### src/rtl/alu_wb_master.sv
// alu_wb_master: Wishbone pipelined master that drives one ALU operation per
// command (write A, write B, trigger, read result, read flags) and returns the
// result and flags on a valid/ready response channel. Every bus transaction is
// guarded by a cycle timeout so a silent slave turns into an error response
// instead of a hang.
//
// state  | meaning
// -------+------------------------------------------------------------
// IDLE   | o_cmd_ready=1, waiting for a command
// WR_A   | write operand A to ALU address 0x00
// WR_B   | write operand B to ALU address 0x01
// EXEC   | read 0x80 (add) or 0x81 (add with carry); data discarded
// RD_RES | read result from 0x03
// RD_FLG | read flags from 0x02
// RESP   | o_rsp_valid=1, outputs held until i_rsp_ready
//
// Each bus state has a request phase (o_wb_stb held until !i_wb_stall) and an
// ack phase (wait_ack=1, o_wb_stb low, waiting for i_wb_ack).
// ACK_TIMEOUT must be at least 2: a zero-wait transaction needs one request
// cycle plus one ack cycle.

module alu_wb_master #(
   parameter int ACK_TIMEOUT = 16
) (
   input  logic       i_clk,
   input  logic       reset,
   input  logic       i_cmd_valid,
   output logic       o_cmd_ready,
   input  logic       i_cmd_op,
   input  logic [7:0] i_cmd_a,
   input  logic [7:0] i_cmd_b,
   output logic       o_rsp_valid,
   input  logic       i_rsp_ready,
   output logic [7:0] o_rsp_result,
   output logic [7:0] o_rsp_flags,
   output logic       o_rsp_err,
   output logic       o_wb_stb,
   output logic       o_wb_we,
   output logic [7:0] o_wb_addr,
   output logic [7:0] o_wb_data,
   input  logic       i_wb_ack,
   input  logic       i_wb_stall,
   input  logic [7:0] i_wb_data
);

   typedef enum logic [2:0] {
      IDLE   = 3'd0,
      WR_A   = 3'd1,
      WR_B   = 3'd2,
      EXEC   = 3'd3,
      RD_RES = 3'd4,
      RD_FLG = 3'd5,
      RESP   = 3'd6
   } state_t;

   // Down-counter: loaded with ACK_TIMEOUT-1 on entry to a bus state, so the
   // terminal count (zero) is reached in the ACK_TIMEOUT-th cycle of the state.
   localparam int TW = (ACK_TIMEOUT > 2) ? $clog2(ACK_TIMEOUT) : 1;
   localparam logic [TW-1:0] TMO_LOAD = TW'(ACK_TIMEOUT - 1);

   state_t        state;
   logic          wait_ack;
   logic [TW-1:0] tmo_cnt;
   logic          op_q;
   logic [7:0]    a_q;
   logic [7:0]    b_q;
   logic [7:0]    res_q;
   logic [7:0]    flg_q;

   logic          req_accept;
   logic          tmo_hit;

   assign req_accept = o_wb_stb && !i_wb_stall;
   assign tmo_hit    = (tmo_cnt == '0);

   function automatic state_t next_bus(input state_t st);
      case (st)
         WR_A:    next_bus = WR_B;
         WR_B:    next_bus = EXEC;
         EXEC:    next_bus = RD_RES;
         RD_RES:  next_bus = RD_FLG;
         default: next_bus = RESP;
      endcase
   endfunction

   function automatic logic [7:0] req_addr(input state_t st, input logic op);
      case (st)
         WR_A:    req_addr = 8'h00;
         WR_B:    req_addr = 8'h01;
         EXEC:    req_addr = {7'b1000000, op};
         RD_RES:  req_addr = 8'h03;
         RD_FLG:  req_addr = 8'h02;
         default: req_addr = 8'h00;
      endcase
   endfunction

   function automatic logic req_we(input state_t st);
      req_we = (st == WR_A) || (st == WR_B);
   endfunction

   // Write data is forced to zero for reads so o_wb_data=0 whenever we=0.
   function automatic logic [7:0] req_wdata(input state_t st,
                                            input logic [7:0] a,
                                            input logic [7:0] b);
      case (st)
         WR_A:    req_wdata = a;
         WR_B:    req_wdata = b;
         default: req_wdata = 8'h00;
      endcase
   endfunction

   // Sequencer FSM with registered bus and handshake outputs.
   always_ff @(posedge i_clk or negedge reset) begin
      if (!reset) begin
         state        <= IDLE;
         wait_ack     <= 1'b0;
         tmo_cnt      <= '0;
         op_q         <= 1'b0;
         a_q          <= 8'h00;
         b_q          <= 8'h00;
         res_q        <= 8'h00;
         flg_q        <= 8'h00;
         o_cmd_ready  <= 1'b1;
         o_rsp_valid  <= 1'b0;
         o_rsp_result <= 8'h00;
         o_rsp_flags  <= 8'h00;
         o_rsp_err    <= 1'b0;
         o_wb_stb     <= 1'b0;
         o_wb_we      <= 1'b0;
         o_wb_addr    <= 8'h00;
         o_wb_data    <= 8'h00;
      end else begin
         case (state)
            IDLE: begin
               if (i_cmd_valid && o_cmd_ready) begin
                  op_q        <= i_cmd_op;
                  a_q         <= i_cmd_a;
                  b_q         <= i_cmd_b;
                  o_cmd_ready <= 1'b0;
                  state       <= WR_A;
                  wait_ack    <= 1'b0;
                  tmo_cnt     <= TMO_LOAD;
                  o_wb_stb    <= 1'b1;
                  o_wb_we     <= req_we(WR_A);
                  o_wb_addr   <= req_addr(WR_A, i_cmd_op);
                  o_wb_data   <= req_wdata(WR_A, i_cmd_a, i_cmd_b);
               end
            end

            RESP: begin
               // The cycle after the handshake is IDLE with o_cmd_ready=1, so
               // a command can never be taken in the consuming cycle.
               if (i_rsp_ready) begin
                  o_rsp_valid <= 1'b0;
                  o_cmd_ready <= 1'b1;
                  state       <= IDLE;
               end
            end

            default: begin
               if (wait_ack && i_wb_ack) begin
                  if (state == RD_FLG) begin
                     state        <= RESP;
                     wait_ack     <= 1'b0;
                     o_rsp_valid  <= 1'b1;
                     o_rsp_result <= res_q;
                     o_rsp_flags  <= flg_q;
                     o_rsp_err    <= 1'b0;
                  end else begin
                     state     <= next_bus(state);
                     wait_ack  <= 1'b0;
                     tmo_cnt   <= TMO_LOAD;
                     o_wb_stb  <= 1'b1;
                     o_wb_we   <= req_we(next_bus(state));
                     o_wb_addr <= req_addr(next_bus(state), op_q);
                     o_wb_data <= req_wdata(next_bus(state), a_q, b_q);
                  end
               end else if (tmo_hit) begin
                  // Out of budget: an acceptance in this very cycle is also
                  // abandoned, since no cycle is left for its ack.
                  state        <= RESP;
                  wait_ack     <= 1'b0;
                  o_wb_stb     <= 1'b0;
                  o_wb_we      <= 1'b0;
                  o_wb_data    <= 8'h00;
                  o_rsp_valid  <= 1'b1;
                  o_rsp_result <= 8'h00;
                  o_rsp_flags  <= 8'h00;
                  o_rsp_err    <= 1'b1;
               end else begin
                  tmo_cnt <= tmo_cnt - TW'(1);
                  if (req_accept) begin
                     // The ALU drives read data combinationally while
                     // strobed, so it is captured in the acceptance cycle.
                     o_wb_stb <= 1'b0;
                     wait_ack <= 1'b1;
                     if (state == RD_RES) res_q <= i_wb_data;
                     if (state == RD_FLG) flg_q <= i_wb_data;
                  end
               end
            end
         endcase
      end
   end

endmodule

### config.mk
export PLATFORM = sky130hd
export DESIGN_NAME = alu_wb_master
export DESIGN_NICKNAME = d
export VERILOG_FILES = /design/src/rtl/alu_wb_master.sv
export SDC_FILE = /design/constraint.sdc
export NUM_CORES = 1
export LEC_CHECK = 0
export BUFFER_PORTS_ARGS = -buffer_cell sky130_fd_sc_hd__buf_2
export CORE_ASPECT_RATIO = 1.4
export CORE_UTILIZATION = 56
export CTS_CLUSTER_SIZE = 12
export DETAILED_ROUTE_END_ITERATION = 8
export MAX_ROUTING_LAYER = met4
export PLACE_DENSITY_LB_ADDON = 0.1
export SKIP_CTS_REPAIR_TIMING = 1
export SLEW_MARGIN = 20
export SYNTH_ARGS = -nofsm -noshare
export SYNTH_HDL_FRONTEND = slang
export SYNTH_SLANG_ARGS = --single-unit
export TNS_END_PERCENT = 100
### constraint.sdc
create_clock -name i_clk -period 6.7 [get_ports i_clk]
set_clock_uncertainty 0.15 [all_clocks]
set_input_delay 1.675 -clock i_clk [delete_from_list [all_inputs] [get_ports i_clk]]
set_output_delay 1.675 -clock i_clk [all_outputs]
set_load 0.05 [all_outputs]
Word-level counts from Yosys, hierarchy flattened
Index checks and enable logic that the tools add are counted.

Add/subtract/negate cells: 1. Multiply operators: 0. Div/mod/pow operators: 0. Order comparisons: 0. Equal/unequal tests: 18. Shifts and indexed selects: 0. Multiplexer cells: 54. Bitwise operators: 5. Reductions and logical operators: 27.

Operators with widths (count): two-way mux 8 bit (11); one-hot mux 8 bit (2 select lines) (3); one-hot mux 8 bit (4 select lines) (1); two-way mux 3 bit (8); AND reduction 4 bit (5); two-way mux 1 bit (19); two-way mux 4 bit (4); equality test 3 bit (second input constant) (5); equality test 3 x 2 -> 1 bit (second input constant) (4); one-hot mux 3 bit (4 select lines) (1); AND reduction 3 bit (4); one-hot mux 1 bit (2 select lines) (5); AND reduction 5 bit (2); one-hot mux 4 bit (2 select lines) (1); nonzero test 4 bit (2); equality test 3 x 1 -> 1 bit (second input constant) (2); inequality test 3 x 1 -> 1 bit (second input constant) (2); one-hot mux 3 bit (2 select lines) (1); nonzero test 2 bit (3); nonzero test 3 bit (2); NOT 1 bit (5); logical NOT 4 bit (1); inequality test 2 x 1 -> 1 bit (second input constant) (2); inequality test 2 bit (second input constant) (2); 8 further kinds (10).

Register bits after elaboration: 78. Latch bits: 0. RAM bits: 0. ROM bits: 0. Logic and storage cells: 122. Memories kept: 0.

Logic depth before layout (Yosys ltp)
Gate-level depths: netlist of the first run.

Depth after elaboration: 10. Mapped depth: 10. Gate-level depth less buffers: 8.

Worst setup path before layout of the first run
Ideal clock, no wire load.

Kind: in2reg. Start point: input port i_wb_ack. End point: register o_wb_data[0]. Library setup time: 0.125 ns. Arrival time: 2.822 ns. Required time: 6.425 ns. Path slack: 3.603 ns. Stages on the path: 5. Buffers on the path: 1. Path through: and2_1 > clkbuf_2 > nor2_1 > a211oi_4 > mux2_2.

Cells in the longest elaborated chain, start to end: 3. Elaborated cells on any way between the ends: 6.

Ends and longest elaborated chain: start, declared (RTL line 41) `input logic i_wb_ack,`; logical AND 1 bit (*) (RTL line 161) `if (wait_ack && i_wb_ack) begin`; inequality test 3 x 2 -> 1 bit (no line), or another cell as far along; AND reduction 4 bit (no line) or one-hot mux 8 bit (2 select lines) (tied branches); end signal, assigned (RTL line 146) `o_wb_data <= req_wdata(WR_A, i_cmd_a, i_cmd_b);`; end signal, assigned (RTL line 176) `o_wb_data <= req_wdata(next_bus(state), a_q, b_q);`; end, declared (RTL line 40) `output logic [7:0] o_wb_data,`.

Mark *: on every way between the ends. The rest lies on a longest branch, timed or not. A chain may end at the register's enable or synchronous reset.

Final worst setup path of the first run
Start point: input port i_wb_ack. End point: register o_wb_data[1].

The elaborated chain is that of the path after synthesis.

==> impl_metrics.py, run 1 <==
metrics = {
    "worst_setup_path": {
        "cpPeakStageDelay_ns": 0.56,
        "rrSetupSlack_ns": 3.65,
        "cp-startpoint": "i_wb_ack",
        "cp_data_required_time_ns": 6.77,
        "r2r_cells": 7,
        "critPathCaptureType": "flop",
        "cp_num_buf_inv": 1,
        "crit_slowest_cell": "a211oi_4",
        "critPathTopFamily": "compound AO/OA/AOI/OAI gates",
        "crit_type": "in -> reg",
        "arrival_ns": 3.19,
        "path_max_fanout": 9,
        "regToRegStartpoint": "state[0]",
        "r2r-end": "o_wb_data[4]",
        "worstSetupStartpointType": "input pin",
        "cp_cell_sequence": "buf_2 > and2_1 > nor2_1 > a211oi_4 > mux2_2",
        "critical_path_depth": 5,
    },
    "drt": {
        "drc_errors": 0,
        "dr_total_vias": 2473,
        "wl_mm": 7.204,
        "antenna_left": 0,
        "drtPass1Iterations": 5,
        "vias_per_cell": 5.902,
        "drt-wirelength-per-cell_um": 17.19,
        "initialDrtViolationCount": 148,
    },
    "floorplanning": {
        "die_w_um": 68.51,
        "boundaryPins": 68,
        "die_area_um2": 6516,
        "initial_utilization": 0.5874,
        "die_h_um": 95.12,
        "core_um2": 5904,
        "rows": 33,
    },
    "placed_design": {
        "port_buffers": 62,
        "pre_cts_ws_ns": 3.175,
        "gp_congestion": 0.8708,
        "dp.cells": 403,
        "placed_area_um2": 3761,
        "dp_hpwl_mm": 4.862,
    },
    "yosys": {
        "synth-simple-area-share": 0.09019,
        "synth_top_family_by_area": "compound AO/OA/AOI/OAI gates",
        "ys_types": 51,
        "synth_area_um2": 3468,
        "synth-seq-cells": 73,
        "synthAdderAreaFrac": 0.01732,
        "synth-compound-area-share": 0.1638,
        "muxShareOfSynthArea": 0.1425,
        "ys_warn_count": 0,
        "syn-instance-count": 285,
        "synth-edff-count": 0,
        "syn_avg_cell_area_um2": 12.17,
        "async_flop_share": 1.000,
        "synth-xor-area-share": 0.005051,
        "ys_seq_area_frac": 0.5271,
        "yosys_most_used_dff": "dfrtp_1",
    },
    "cells_and_area": {
        "stdcell_count": 419,
        "final_nets": 379,
        "areaGrowthSynthToFinish_pct": 14.57,
        "final_util": 0.6730,
        "design_area_um2": 3974,
        "antenna_cells": 0,
        "layout-drive-gt1-share": 0.3926,
    },
    "global_routing": {
        "grt_max_degree": 74,
        "grt_pass1_vias": 2358,
        "grt-ovfl-total": 0,
        "grt_pass1_wl_mm": 11.47,
        "antenna_found_initial": 0,
        "grt_usage": 0.2506,
    },
    "clock_tree": {
        "clock_latency_ns": 0.34,
        "cts_sinks": 73,
        "tritoncts": "yes",
        "cts_max_path_buffers": 2,
        "htree_levels": 3,
        "cts.clk_slew.worst_paths_ns": 0.07,
        "cts_made_buffers": 9,
        "cts-root-buf": "clkbuf_8",
    },
    "hold_path": {
        "hold_path_depth": 1,
        "hold_class": "reg -> reg",
        "hold_path_startpoint": "flg_q[3]",
        "min_delay_worst_endpoint": "o_rsp_flags[3]",
    },
    "sta": {
        "fin_crit_sh": 0.4657,
        "relSlewSlack": 0.2960,
        "worst_slew_pin_slew_ns": 1.048,
        "setup_violations": 0,
        "layout_setup_ws_ns": 3.580,
        "slew_violations": 0,
        "hold_ws_ns": 0.3465,
        "fin_crit_ns": 3.120,
        "hold_violations": 0,
        "setup_tns_ns": 0,
        "rsz0062_at_grt": "false",
        "fmax_ghz": 0.3205,
    },
    "flow_run": {
        "maxCapViolCount": 0,
    },
    "pwr": {
        "p_leak_nw": 2.045,
        "p_per_area_nw_per_um2": 208.2,
        "power_uw": 827.5,
        "peakVddDrop_mv": 0.1617,
    },
    "status": {
        "status": "completed",
    },
}
Yosys cell counts, types with 7 or more instances:
| cell type | n | share of area |
|---|---|---|
| dfrtp_1 | 72 | 0.52 |
| mux2_2 | 43 | 0.14 |
| inv_1 | 13 | 0.014 |
| nand2_1 | 11 | 0.012 |
| a21oi_1 | 10 | 0.014 |
| and2_1 | 9 | 0.016 |
| a221o_1 | 8 | 0.023 |
| a22o_1 | 8 | 0.020 |
| a22o_2 | 8 | 0.023 |
| nand3_1 | 8 | 0.012 |
| buf_4 | 7 | 0.015 |
cells by family after synthesis:
family | Yosys count
fa+ha+maj | 5
xor+xnor | 2
mux | 44
other cells | 1
flops | 73
compound gates | 71
simple gates | 56
buf+inv | 33
registers in the layout, indices dropped and copies added (netlist names):
name / cells
o_wb_addr: 3
o_rsp_err: 1
o_wb_data: 8
o_wb_we: 1
a_q: 8
o_wb_stb: 1
state: 3
o_cmd_ready: 1
o_rsp_flags: 8
b_q: 8
wait_ack: 1
res_q: 8
flg_q: 8
o_rsp_valid: 1
o_rsp_result: 8
op_q: 1
tmo_cnt: 4
power by group:
group | switching [mW] | internal [mW]
Combinational | 0.0215 | 0.0101
Sequential | 0 | 0.440
Clock | 0.153 | 0.202
Total | 0.174 | 0.653
worst register-to-register path, cell delays in order (launching register included):
cell and delay, ns:
dfrtp_1 0.75, nand2b_1 0.26, o22a_1 0.18, ha_1 0.24
nand3_1 0.15, nor3_1 0.82, a221o_1 0.29, mux2_2 0.14
metal layers:
layer  GRT usage  share of wire  wire (µm)  up-vias
li1            -              -          -     1163
met1      0.3225           0.45       3272     1237
met2      0.3832           0.50       3577       60
met3     0.05981          0.036        259       13
met4     0.08854          0.013         95        0
met5           -              0          0        -
cells in the final DEF (no fill, tap or decap), types with 3 or more instances in the layout:
cell and n:
a22o_1 8, nand2_1 11, and2_1 9, nor2_1 6, nand3_1 8, conb_1 5
mux2_2 43, inv_1 13, dfrtp_1 72, nor3_2 3, nand2b_1 4, o2bb2ai_1 3
a211oi_1 3, nor3_1 5, a21oi_1 10, a22o_2 8, buf_2 62, and3_1 4
o21ai_0 6, ha_1 4, a221o_1 8, a21boi_0 3, a21o_1 3, clkbuf_8 12
how the worst max path moves through the flow:
| stage | end | slack (ns) |
|---|---|---|
| floorplan | o_wb_data[0] | 3.60 |
| global placement | o_wb_data[1] | 3.24 |
| detailed placement | o_wb_data[4] | 3.18 |
| CTS | o_wb_data[4] | 3.41 |
| global route | o_wb_data[1] | 3.41 |
| finish | o_wb_data[1] | 3.58 |
cell type report:
cell class | count | area (µm²)
Fill cell | 493 | 1931
Sequential cell | 73 | 1828
Multi-Input combinational cell | 183 | 1476
Timing Repair Buffer | 64 | 325.3
Clock buffer | 14 | 172.7
Tap cell | 70 | 87.58
Inverter | 13 | 48.80
Clock inverter | 2 | 35.03
Power figures use the tool's default switching activity.
==> inputs of run 2 (changes only) <==
--- a/config.mk
+++ b/config.mk
@@ -7,7 +7,7 @@
 export LEC_CHECK = 0
 export BUFFER_PORTS_ARGS = -buffer_cell sky130_fd_sc_hd__buf_2
 export CORE_ASPECT_RATIO = 1.4
-export CORE_UTILIZATION = 56
+export CORE_UTILIZATION = 55
 export CTS_CLUSTER_SIZE = 12
 export DETAILED_ROUTE_END_ITERATION = 8
 export MAX_ROUTING_LAYER = met4
==> constraint.sdc (replaced) <==
create_clock -name i_clk -period 3.1 [get_ports i_clk]
set_clock_uncertainty 0.15 [all_clocks]
set_input_delay 0.775 -clock i_clk [delete_from_list [all_inputs] [get_ports i_clk]]
set_output_delay 0.775 -clock i_clk [all_outputs]
set_load 0.05 [all_outputs]
==> impl_metrics.py, run 2 (synthesis results as in run 1) <==
metrics = {
    "sta": {
        "fin_crit_ns": 2.812,
        "relSlewSlack": 0.2742,
        "hold_violations": 0,
        "setup_tns_ns": 0,
        "setup_violations": 0,
        "fmax_ghz": 0.3557,
        "worst_slew_pin_slew_ns": 1.080,
        "rsz0062_at_grt": "false",
        "fin_crit_sh": 0.9070,
        "slew_violations": 0,
    },
    "drt": {
        "wl_mm": 7.469,
        "vias_per_cell": 5.953,
        "antenna_left": 0,
        "initialDrtViolationCount": 142,
        "dr_total_vias": 2548,
        "drc_errors": 0,
        "drt-wirelength-per-cell_um": 17.45,
        "drtPass1Iterations": 6,
    },
    "clock_tree": {
        "cts-root-buf": "clkbuf_8",
        "cts_made_buffers": 9,
        "cts.clk_slew.worst_paths_ns": 0.08,
        "cts_max_path_buffers": 2,
        "tritoncts": "yes",
        "cts_sinks": 73,
        "htree_levels": 3,
        "clock_latency_ns": 0.35,
    },
    "pwr": {
        "power.share.clock": 0.471,
        "p_leak_nw": 2.102,
        "peakVddDrop_mv": 0.4495,
        "swShare": 0.2066,
        "p_per_area_nw_per_um2": 472.2,
        "p_int_mw": 1.529,
        "p_switching_uw": 398.1,
        "combinationalPowerShare": 0.036,
        "power_mw": 1.927,
        "seq_power_share": 0.494,
    },
    "floorplanning": {
        "die_area_um2": 6632,
        "boundaryPins": 68,
        "initial_utilization": 0.5793,
        "die_h_um": 95.96,
        "die_w_um": 69.12,
        "core_um2": 5987,
        "rows": 33,
    },
    "worst_setup_path": {
        "critPathCaptureType": "flop",
        "r2r-end": "o_wb_data[4]",
        "regToRegStartpoint": "state[1]",
        "crit_slowest_cell": "nor3_1",
        "critPathTopFamily": "simple AND/OR/NAND/NOR gates",
        "cp_cell_sequence": "xor2_1 > nand2_1 > inv_1 > ha_1 > nand3_1 > nor3_1 > a221o_1 > mux2_2",
        "cp_data_required_time_ns": 3.23,
        "crit_type": "reg -> reg",
        "cpPeakStageDelay_ns": 0.85,
        "path_max_fanout": 12,
        "rrSetupSlack_ns": 0.29,
        "arrival_ns": 2.94,
        "cp-startpoint": "state[1]",
        "critical_path_depth": 8,
        "worstSetupStartpointType": "flop",
        "cp_num_buf_inv": 1,
        "cp-endpoint": "o_wb_data[4]",
        "r2r_cells": 8,
    },
    "global_routing": {
        "grt_max_degree": 74,
        "grt_pass1_wl_mm": 11.95,
        "grt_usage": 0.2446,
        "antenna_found_initial": 0,
        "grt_pass1_vias": 2463,
        "grt-ovfl-total": 0,
    },
    "placed_design": {
        "dp_hpwl_mm": 5.152,
        "gp_congestion": 0.9551,
        "placed_area_um2": 3831,
        "port_buffers": 62,
    },
    "hold_path": {
        "hold_class": "reg -> reg",
        "hold_path_startpoint": "res_q[6]",
    },
    "cells_and_area": {
        "layout_common_cells": "72 x dfrtp_1, 61 x buf_2, 43 x mux2_2",
        "fill_cells": 469,
        "antenna_cells": 0,
        "multi_input_area_um2": 1476,
        "final_nets": 388,
        "layout-drive-gt1-share": 0.4106,
        "regArea_um2": 1828,
        "design_area_um2": 4080,
        "final_common_cell": "dfrtp_1",
        "areaGrowthSynthToFinish_pct": 17.64,
    },
    "status": {
        "status": "completed",
    },
    "flow_run": {
        "maxCapViolCount": 0,
    },
}
## run 2: cell count changes in the layout (fill, tap and decap cells not counted)
cell	delta
clkinvlp_4	+1
buf_2	-1
clkbuf_1	-1
buf_4	+10
clkbuf_8	-2
bufinv_16	+2
## run 2: layer usage
layer  GRT usage  part of all wire  vias up
li1            -                 -     1184
met1      0.2961              0.43     1252
met2      0.3778              0.48       84
met3     0.05654             0.046       28
met4      0.1446             0.041        0
met5           -                 0        -
## run 2: power by group through the flow
stage / combinational [mW] / clock [mW] / sequential (mW)
2_1_floorplan: 0.0317 / 0 / 0.971
3_3_place_gp: 0.0689 / 0 / 0.970
3_5_place_dp: 0.0698 / 0 / 0.970
4_1_cts: 0.0699 / 0.922 / 0.952
5_1_grt: 0.0771 / 0.955 / 0.951
6_report: 0.0684 / 0.907 / 0.952
## run 2: layout make-up
type | count | share of cell area
clock buffer | 11 | 0.03465
clock inverter | 5 | 0.02515
inverter | 13 | 0.01196
multi-input combinational | 183 | 0.3619
sequential | 73 | 0.4480
tap | 70 | 0.02147
timing repair buffer | 73 | 0.09690
## run 2: through the flow
stage               std cells    util  hold WS [ns]  setup slack [ns]
CTS                       428  0.6807        0.3437            0.2100
global placement          412  0.6399        0.3246            0.3221
floorplan                 289       -        0.3172            0.5256
finish                    428  0.6815        0.3354            0.2884
detailed placement        412  0.6399        0.3263            0.2502
global route              428  0.6815        0.3504            0.1481
## run 2: worst min path at each step
| stage | end | slack [ns] | depth (start not counted) |
|---|---|---|---|
| global placement | o_rsp_flags[0] | 0.32 | 1 |
| global route | o_rsp_result[6] | 0.35 | 1 |
| CTS | o_rsp_flags[3] | 0.34 | 1 |
| detailed placement | o_rsp_flags[2] | 0.33 | 1 |
| finish | o_rsp_result[6] | 0.34 | 1 |
| floorplan | o_rsp_flags[0] | 0.32 | 1 |
## run 2: worst register-to-register path: stages, from the launching register on
cell and delay (ns):
dfrtp_1 0.60, xor2_1 0.19, nand2_1 0.11, inv_1 0.07, ha_1 0.20, nand3_1 0.15, nor3_1 0.85, a221o_1 0.29
mux2_2 0.14
